$ cat config.mk
export PLATFORM = sky130hd
export DESIGN_NAME = mem_arbiter_rr_flat
export DESIGN_NICKNAME = d
export VERILOG_FILES = /design/src/rtl/mem_arbiter_rr_if.sv /design/src/rtl/mem_arbiter_rr.sv /design/src/flat_wrapper.sv
export SDC_FILE = /design/constraint.sdc
export NUM_CORES = 1
export LEC_CHECK = 0
export BUFFER_PORTS_ARGS = -buffer_cell sky130_fd_sc_hd__buf_2
export CAP_MARGIN = 20
export CELL_PAD_IN_SITES_DETAIL_PLACEMENT = 1
export CELL_PAD_IN_SITES_GLOBAL_PLACEMENT = 1
export CORE_MARGIN = 2
export CORE_UTILIZATION = 36
export CTS_BUF_LIST = sky130_fd_sc_hd__clkbuf_8
export DETAILED_ROUTE_END_ITERATION = 6
export GPL_TIMING_DRIVEN = 0
export MAX_ROUTING_LAYER = met4
export PLACE_DENSITY = 0.95
export REMOVE_ABC_BUFFERS = 1
export SYNTH_ARGS = -nofsm -noshare
export SYNTH_HDL_FRONTEND = slang
export SYNTH_SLANG_ARGS = --single-unit
$ cat constraint.sdc
create_clock -name clk -period 3.2 [get_ports clk]
set_input_delay 0.16 -clock clk [delete_from_list [all_inputs] [get_ports clk]]
set_output_delay 0.16 -clock clk [all_outputs]
set_load 0.03 [all_outputs]
$ cat src/rtl/mem_arbiter_rr_if.sv
// mem_arbiter_rr_if: bundle of the two core request ports and the main memory port.
//   req_p/we_p/addr_p/wdata_p : core requests (p = 0, 1), held until ack_p
//   ack_p/rdata_p             : one-cycle completion pulse and per-port read data
//   mem_addr/mem_wdata/mem_rden/mem_wren/mem_q : single-ported main memory
//   busy/gnt                  : arbiter status (not idle / current or last winner)
//   modport slave is the arbiter side, master the cores-plus-memory side.
interface mem_arbiter_rr_if #(
   parameter int ADDR_W = 12,
   parameter int DATA_W = 32
);
   logic              req_0, req_1, we_0, we_1, ack_0, ack_1;
   logic [ADDR_W-1:0] addr_0, addr_1, mem_addr;
   logic [DATA_W-1:0] wdata_0, wdata_1, rdata_0, rdata_1, mem_wdata, mem_q;
   logic              mem_rden, mem_wren, busy, gnt;
   modport slave (
      input  req_0, req_1, we_0, we_1, addr_0, addr_1, wdata_0, wdata_1, mem_q,
      output ack_0, ack_1, rdata_0, rdata_1, mem_addr, mem_wdata, mem_rden, mem_wren, busy, gnt
   );
   modport master (
      output req_0, req_1, we_0, we_1, addr_0, addr_1, wdata_0, wdata_1, mem_q,
      input  ack_0, ack_1, rdata_0, rdata_1, mem_addr, mem_wdata, mem_rden, mem_wren, busy, gnt
   );
endinterface

$ cat src/rtl/mem_arbiter_rr.sv
// mem_arbiter_rr: two-port round-robin arbiter serialising one-word accesses to main memory.
//   clk, rst : posedge clock, synchronous active-high reset
//   bus      : mem_arbiter_rr_if.slave (core ports 0/1, memory port, busy, gnt)
//   RD_LAT   : cycles from the mem_rden cycle until mem_q is valid (1..7)
module mem_arbiter_rr #(
   parameter int ADDR_W = 12,
   parameter int DATA_W = 32,
   parameter int RD_LAT = 2
) (
   input logic clk,
   input logic rst,
   mem_arbiter_rr_if.slave bus
);
   typedef enum logic [1:0] {IDLE, ISSUE, WAIT, DONE} state_t;
   state_t            state, state_n;
   logic              prio, gnt, we_l, win, any_req;
   logic [2:0]        cnt;
   logic [ADDR_W-1:0] addr_l;
   logic [DATA_W-1:0] wdata_l, rdata_0, rdata_1;
   assign any_req = bus.req_0 || bus.req_1;
   // contested requests go to prio, otherwise to whichever port is asking
   assign win = (bus.req_0 && bus.req_1) ? prio : bus.req_1;
   always_ff @(posedge clk) begin
      if (rst) begin
         state   <= IDLE;
         prio    <= 1'b0;
         gnt     <= 1'b0;
         we_l    <= 1'b0;
         cnt     <= 3'd0;
         addr_l  <= '0;
         wdata_l <= '0;
         rdata_0 <= '0;
         rdata_1 <= '0;
      end else begin
         state <= state_n;
         if (state == IDLE && any_req) begin
            gnt     <= win;
            prio    <= ~win;
            we_l    <= win ? bus.we_1 : bus.we_0;
            addr_l  <= win ? bus.addr_1 : bus.addr_0;
            wdata_l <= win ? bus.wdata_1 : bus.wdata_0;
         end
         cnt <= (state == ISSUE) ? 3'(RD_LAT - 1) : (state == WAIT) ? cnt - 3'd1 : cnt;
         // mem_q is valid in the last WAIT cycle; only the granted port's data changes
         if (state == WAIT && cnt == 3'd0) begin
            if (gnt) rdata_1 <= bus.mem_q;
            else     rdata_0 <= bus.mem_q;
         end
      end
   end
   always_comb begin
      state_n = state;
      case (state)
         IDLE:    state_n = any_req ? ISSUE : IDLE;
         ISSUE:   state_n = we_l ? DONE : WAIT;
         WAIT:    state_n = (cnt == 3'd0) ? DONE : WAIT;
         default: state_n = IDLE;
      endcase
   end
   // latched address/data double as the memory bus, so they hold while idle
   assign bus.mem_addr  = addr_l;
   assign bus.mem_wdata = wdata_l;
   assign bus.mem_wren  = (state == ISSUE) && we_l;
   assign bus.mem_rden  = (state == ISSUE) && !we_l;
   assign bus.ack_0     = (state == DONE) && !gnt;
   assign bus.ack_1     = (state == DONE) && gnt;
   assign bus.busy      = state != IDLE;
   assign bus.gnt       = gnt;
   assign bus.rdata_0   = rdata_0;
   assign bus.rdata_1   = rdata_1;
endmodule

$ cat src/flat_wrapper.sv
// flat-port wrapper written by rule: the top's interface ports become plain ports
module mem_arbiter_rr_flat 
#(
   parameter int ADDR_W = 12,
   parameter int DATA_W = 32,
   parameter int RD_LAT = 2
)
  (clk, rst, bus_req_0, bus_req_1, bus_we_0, bus_we_1, bus_addr_0, bus_addr_1, bus_wdata_0, bus_wdata_1, bus_mem_q, bus_ack_0, bus_ack_1, bus_rdata_0, bus_rdata_1, bus_mem_addr, bus_mem_wdata, bus_mem_rden, bus_mem_wren, bus_busy, bus_gnt);
  mem_arbiter_rr_if #(.ADDR_W(ADDR_W), .DATA_W(DATA_W)) bus_i ();
  input logic clk;
  input logic rst;
  input wire logic [$bits(bus_i.req_0)-1:0] bus_req_0;
  input wire logic [$bits(bus_i.req_1)-1:0] bus_req_1;
  input wire logic [$bits(bus_i.we_0)-1:0] bus_we_0;
  input wire logic [$bits(bus_i.we_1)-1:0] bus_we_1;
  input wire logic [$bits(bus_i.addr_0)-1:0] bus_addr_0;
  input wire logic [$bits(bus_i.addr_1)-1:0] bus_addr_1;
  input wire logic [$bits(bus_i.wdata_0)-1:0] bus_wdata_0;
  input wire logic [$bits(bus_i.wdata_1)-1:0] bus_wdata_1;
  input wire logic [$bits(bus_i.mem_q)-1:0] bus_mem_q;
  output wire logic [$bits(bus_i.ack_0)-1:0] bus_ack_0;
  output wire logic [$bits(bus_i.ack_1)-1:0] bus_ack_1;
  output wire logic [$bits(bus_i.rdata_0)-1:0] bus_rdata_0;
  output wire logic [$bits(bus_i.rdata_1)-1:0] bus_rdata_1;
  output wire logic [$bits(bus_i.mem_addr)-1:0] bus_mem_addr;
  output wire logic [$bits(bus_i.mem_wdata)-1:0] bus_mem_wdata;
  output wire logic [$bits(bus_i.mem_rden)-1:0] bus_mem_rden;
  output wire logic [$bits(bus_i.mem_wren)-1:0] bus_mem_wren;
  output wire logic [$bits(bus_i.busy)-1:0] bus_busy;
  output wire logic [$bits(bus_i.gnt)-1:0] bus_gnt;
  assign bus_i.req_0 = bus_req_0;
  assign bus_i.req_1 = bus_req_1;
  assign bus_i.we_0 = bus_we_0;
  assign bus_i.we_1 = bus_we_1;
  assign bus_i.addr_0 = bus_addr_0;
  assign bus_i.addr_1 = bus_addr_1;
  assign bus_i.wdata_0 = bus_wdata_0;
  assign bus_i.wdata_1 = bus_wdata_1;
  assign bus_i.mem_q = bus_mem_q;
  assign bus_ack_0 = bus_i.ack_0;
  assign bus_ack_1 = bus_i.ack_1;
  assign bus_rdata_0 = bus_i.rdata_0;
  assign bus_rdata_1 = bus_i.rdata_1;
  assign bus_mem_addr = bus_i.mem_addr;
  assign bus_mem_wdata = bus_i.mem_wdata;
  assign bus_mem_rden = bus_i.mem_rden;
  assign bus_mem_wren = bus_i.mem_wren;
  assign bus_busy = bus_i.busy;
  assign bus_gnt = bus_i.gnt;
  mem_arbiter_rr #(.ADDR_W(ADDR_W), .DATA_W(DATA_W), .RD_LAT(RD_LAT)) u_core (.clk(clk), .rst(rst), .bus(bus_i));
endmodule
Word level (Yosys, flattened, before mapping)
Index checks and enable logic that the tools add are counted.
- register bits: 116
- latch bits: 0
- RAM bits: 0
- memory bits (read-only): 0
- input bits: 126
- memories kept: 0
- add/subtract/negate cells: 1
- multiply operators: 0
- divide/modulo/power cells: 0
- magnitude comparators: 0
- equality and inequality tests: 3
- shifts and indexed selects: 0
- multiplexer cells: 10
- bitwise logic cells: 2
- reduce and logical (&&, ||, !) cells: 17
- operators with widths (operator ; count):
    32-bit 2-to-1 mux ; 1
    12-bit 2-to-1 mux ; 1
    1-bit logical AND ; 7
    1-bit 2-to-1 mux ; 7
    2-bit one-hot mux with 3 select lines ; 1
    2-bit equality test (second input constant) ; 2
    2-bit AND reduction ; 2
    2-bit nonzero test ; 2
    3-bit zero test ; 1
    3-bit by 1-bit subtractor with 3-bit output (second input constant) ; 1
    2-bit by 1-bit equality test with 1-bit output (second input constant) ; 1
    1-bit zero test ; 2
    2-bit zero test ; 1
    1-bit inverter ; 2
    2-bit OR reduction ; 1
    1-bit logical OR ; 1

Logic depth before layout (Yosys ltp)
- word-level depth: 3
- gate-level depth with buffers: 7
- gate-level depth less buffers: 5

Worst setup path before layout
Ideal clock, no wire load.
- path kind: register to register
- start point: register u_core.state[0]
- end point: register u_core.addr_l[10], in the netlist u_core.bus.mem_addr[10]
- library setup time: 123 ps
- arrival: 1330 ps
- required time: 3077 ps
- slack: 1747 ps
- cell stages (with the launch flop): 7
- buffers on the path: 1
- period minus slack after synthesis: 1453 ps
- cell sequence: dfxtp_1 -> inv_1 -> ha_1 -> nand2_2 -> nor3_4 -> buf_6 -> a221o_2
- longest elaborated chain between the ends: 2
- RTL lines (element ; line ; text):
    from (decl) ; mem_arbiter_rr.sv:15 ; state_t state, state_n;
    from (signal assigned) ; mem_arbiter_rr.sv:35 ; state <= state_n;
    2-bit zero test ; mem_arbiter_rr.sv:36 ; if (state == IDLE && any_req) begin
    1-bit logical AND ; mem_arbiter_rr.sv:36 ;
    to (signal assigned) ; mem_arbiter_rr.sv:40 ; addr_l <= win ? bus.addr_1 : bus.addr_0;
    to (decl) ; mem_arbiter_rr.sv:18 ; logic [ADDR_W-1:0] addr_l;
No other way between the ends.
A chain may end at the register's enable or synchronous reset.

Worst setup path after layout
- start point: register u_core.state[1]
- end point: register u_core.we_l
- longest elaborated chain between the ends: 2
- RTL lines (element ; line ; text):
    2-bit zero test ; mem_arbiter_rr.sv:36 ;
    1-bit logical AND ; mem_arbiter_rr.sv:36 ;
    to (signal assigned) ; mem_arbiter_rr.sv:39 ; we_l <= win ? bus.we_1 : bus.we_0;
    to (decl) ; mem_arbiter_rr.sv:16 ; logic prio, gnt, we_l, win, any_req;
No other way between the ends.

==> summary.md <==
| Metric | Value |
|---|---|
| Series of cell instances along the critical path | `inv_1, ha_1, o21a_2, nor3b_1, a221o_2, dlygate4sd3_1` |
| Synth area leader | `sky130_fd_sc_hd__dfxtp_1` |
| Global route total overflow | `0` |
| Standard cell core area | `12500 µm²` |
| Ports placed on the boundary | `240` |
| Clock tree from TritonCTS | `yes` |
| CTS root buffer | `sky130_fd_sc_hd__clkbuf_8` |
| Die span in y | `117 µm` |
| Port buffer count | `239` |
| Data required, critical path | `3.52 ns` |
| Dominant synthesized flop cell | `sky130_fd_sc_hd__dfxtp_1` |
| Post-detailed-route via-to-cell ratio | `5.34` |
| Overall die area | `13600 µm²` |
| Power Total | `5600 µW` |
| Iteration count of the initial detailed-routing pass | `5` |
| Max Cap Violations | `0` |
| Number of synthesized register bits | `116` |
| Most instantiated cells after synthesis | `sky130_fd_sc_hd__nand2_1, sky130_fd_sc_hd__dfxtp_1, sky130_fd_sc_hd__a21oi_1` |
| Largest fanout on the critical path | `46` |
| Resized cells post-CTS | `0` |
| CTS H-tree lvls | `4` |
| Worst-case hold path end point | `u_core.prio` |
| Filler Cells Inserted | `1471` |
| Cell class contributing the biggest share of worst-path delay | `compound AO/OA/AOI/OAI gates` |
| Post-route clock period utilization | `92.0%` |
| Cell with the largest stage delay on the worst path | `sky130_fd_sc_hd__o21a_2` |
| Post-DRT Antenna Nets | `0` |
| Final-report hold violation count | `0` |
| Clock latency on the worst-skew pair | `0.44 ns` |
| Initial antenna violation count | `2` |
| Syn Area/Cell | `9.45 µm²` |
| Worst setup path category | `reg -> reg` |
| Cell Rows | `41` |
| Number of flops mapped to enable cells by yosys | `0` |
| Worst path max stage delay | `0.89 ns` |
| Routed vias | `5419` |
| Detailed-placement wirelength estimate | `11600 µm` |
| Endpoint of the lowest-slack register-to-register path | `u_core.we_l` |
| Total negative setup slack | `0 ns` |
| Overall fraction of global-route tracks in use | `33.2%` |
| Portion of synthesized cell area occupied by the leading cell type | `50.8%` |
| Max Buffers Root-to-Sink | `2` |
| Syn-to-layout area delta | `63.0%` |
| Most frequent cell after synthesis | `sky130_fd_sc_hd__nand2_1` |
| Maximum achievable frequency | `340 MHz` |
| Sequential cell area fraction in the yosys report | `50.8%` |
| Initial Utilization | `36.5%` |
| Kind of capture point of the worst setup path | `flip-flop` |
| Clock skew after layout | `0.0130 ns` |
| Type of element launching the critical path | `flip-flop` |
| DIE WIDTH | `117 µm` |
| Worst min-delay path startpoint | `bus_req_1` |
| Pins over their slew limit | `0` |
| CP arrival | `3.26 ns` |
| Measured slew at the worst slew-check pin | `1.05 ns` |
| Number of stages on the worst hold path | `4` |
| Count of cell types in the netlist | `32` |
| Post-DR wirelength/cell | `22.3 µm` |
| Sum of buffers and inverters on the critical path | `2` |
| Power density of the placed cells | `751 nW/µm²` |
| Unrepaired setup endpoints after global routing | `false` |
| Final nets | `962` |
| Drc violations | `0` |
| Flop2flop setup slack | `0.26 ns` |
| Number of clock sinks seen by CTS | `116` |
| Outcome | `finished clean` |
| Cell depth of the worst flop-to-flop path | `6` |
| Class of the worst hold path | `in -> reg` |
| Worst relative slew slack | `30.3%` |
| DP Worst Slack | `0.996 ns` |
| Worst vdd ir | `319 µV` |
| Clock-pin transition on the worst setup and hold timing paths | `0.07 ns` |
| Gate Count Post-Synth | `484` |
| Final Critical Period | `2.94 ns` |
| Share of async-settable or async-resettable flops after synthesis | `0%` |
| Summed instance area of the synthesized netlist | `4570 µm²` |
| Pin count of the biggest net entering global routing | `62` |
| Clock buffers created by TritonCTS | `17` |
| Setup-violating endpoint count in the final report | `0` |
| Reg-to-reg startpoint | `u_core.state[1]` |
| Fraction of final layout cells with drive strength greater than 1 | `37.9%` |
| Via count of the first global-routing pass | `5883` |
| Total wirelength of the detailed-routed design | `22600 µm` |
| Worst setup margin | `0.257 ns` |
| Global-route wire length before repair | `32700 µm` |
| Leakage power of the design | `0.00343 µW` |
| Drt initial violations | `470` |
| Top cells by area, synth | `sky130_fd_sc_hd__dfxtp_1, sky130_fd_sc_hd__nand2_1, sky130_fd_sc_hd__a221o_2, sky130_fd_sc_hd__nor3b_1, sky130_fd_sc_hd__a21oi_1` |
| Final weighted congestion in routability-driven placement | `0.775` |
| Warnings, synthesis | `0` |
## sequential cells by signal, summed over array words and instances (netlist names)
register and count:
u_core.bus.gnt 1, u_core.bus.mem_addr 12, u_core.bus.mem_wdata 32, u_core.bus.rdata_0 32, u_core.bus.rdata_1 32, u_core.cnt 3, u_core.prio 1, u_core.state 2
u_core.we_l 1
## kinds of logic after synthesis
logic type / count (synthesis) / share of synthesized area, %
AOI/OAI and AO/OA: 116 / 19.3
xor gates and xnor gates: 1 / 0.192
adders and majority gates: 7 / 1.92
buffers and inverters: 48 / 6.62
DFF: 116 / 50.8
and+or+nand+nor: 196 / 21.2
## cell usage in the layout (no fill, tap or decap), drive strengths merged, types with 7 or more instances in the layout
cell type      n
dlygate4sd3  122
clkbuf        21
a221o         45
buf          245
dfxtp        116
inv           10
a21oi         65
nor3b         45
ha             7
nand2        134
## tightest hold or removal path, cell delays in order
cell and delay, ns:
sky130_fd_sc_hd__buf_2 0.15, sky130_fd_sc_hd__nand2_2 0.13, sky130_fd_sc_hd__nand2_1 0.10, sky130_fd_sc_hd__a21oi_1 0.05
## per-stage QoR
step	utilization, %	area (µm²)	hold slack (ns)	instances
4_1_cts	59.5	7440	0.154	1011
3_5_place_dp	46.7	5850	0.389	860
3_3_place_gp	45.6	5710	0.384	854
6_report	59.5	7450	0.208	1014
5_1_grt	59.5	7450	0.206	1013
2_1_floorplan	-	4300	0.229	443
## layout make-up
type	instances	area (µm²)	area share (%)
Clock buffer	21	289	3.88
Clock inverter	8	86.3	1.16
Sequential cell	116	2320	31.2
Timing Repair Buffer	367	2550	34.3
Antenna cell	3	7.51	0.101
Multi-Input combinational cell	320	1950	26.2
Tap cell	172	215	2.89
Inverter	7	26.3	0.353
## power breakdown
| part | switching (µW) | total, µW | internal [µW] |
|---|---|---|---|
| clock | 609 | 1360 | 750 |
| combinational | 1420 | 2310 | 889 |
| sequential | 202 | 1930 | 1730 |
| total | 2230 | 5600 | 3360 |
## metal layers
layer	share of wire, %	wire, µm	GRT usage [%]	vias to the layer above
met4	4.7	1070	19.4	0
met2	51	11400	56.3	300
met3	8.0	1810	9.91	85
met5	0	0	-	-
met1	37	8310	34.0	2648
li1	-	-	-	2386
## worst max-delay path by stage
stage / start / to / slack [ns] / cells after the start
after CTS: u_core.state[0] / u_core.bus.mem_addr[6] / 0.49 / 6
after detailed placement: u_core.state[0] / u_core.bus.rdata_1[30] / 1.0 / 6
after floorplan: u_core.state[0] / u_core.bus.mem_addr[0] / 1.21 / 5
final: u_core.state[1] / u_core.we_l / 0.26 / 6
after global routing: u_core.state[1] / u_core.bus.mem_wdata[18] / 0.19 / 6
after global placement: rst / u_core.bus.mem_wdata[10] / 0.17 / 3
## what timing repair did
action	in CTS	in global routing
hold endpoints to repair	104	0
setup buffers	0	0
hold buffers	122	0
Note: power is estimated with default switching activity, not from simulation.
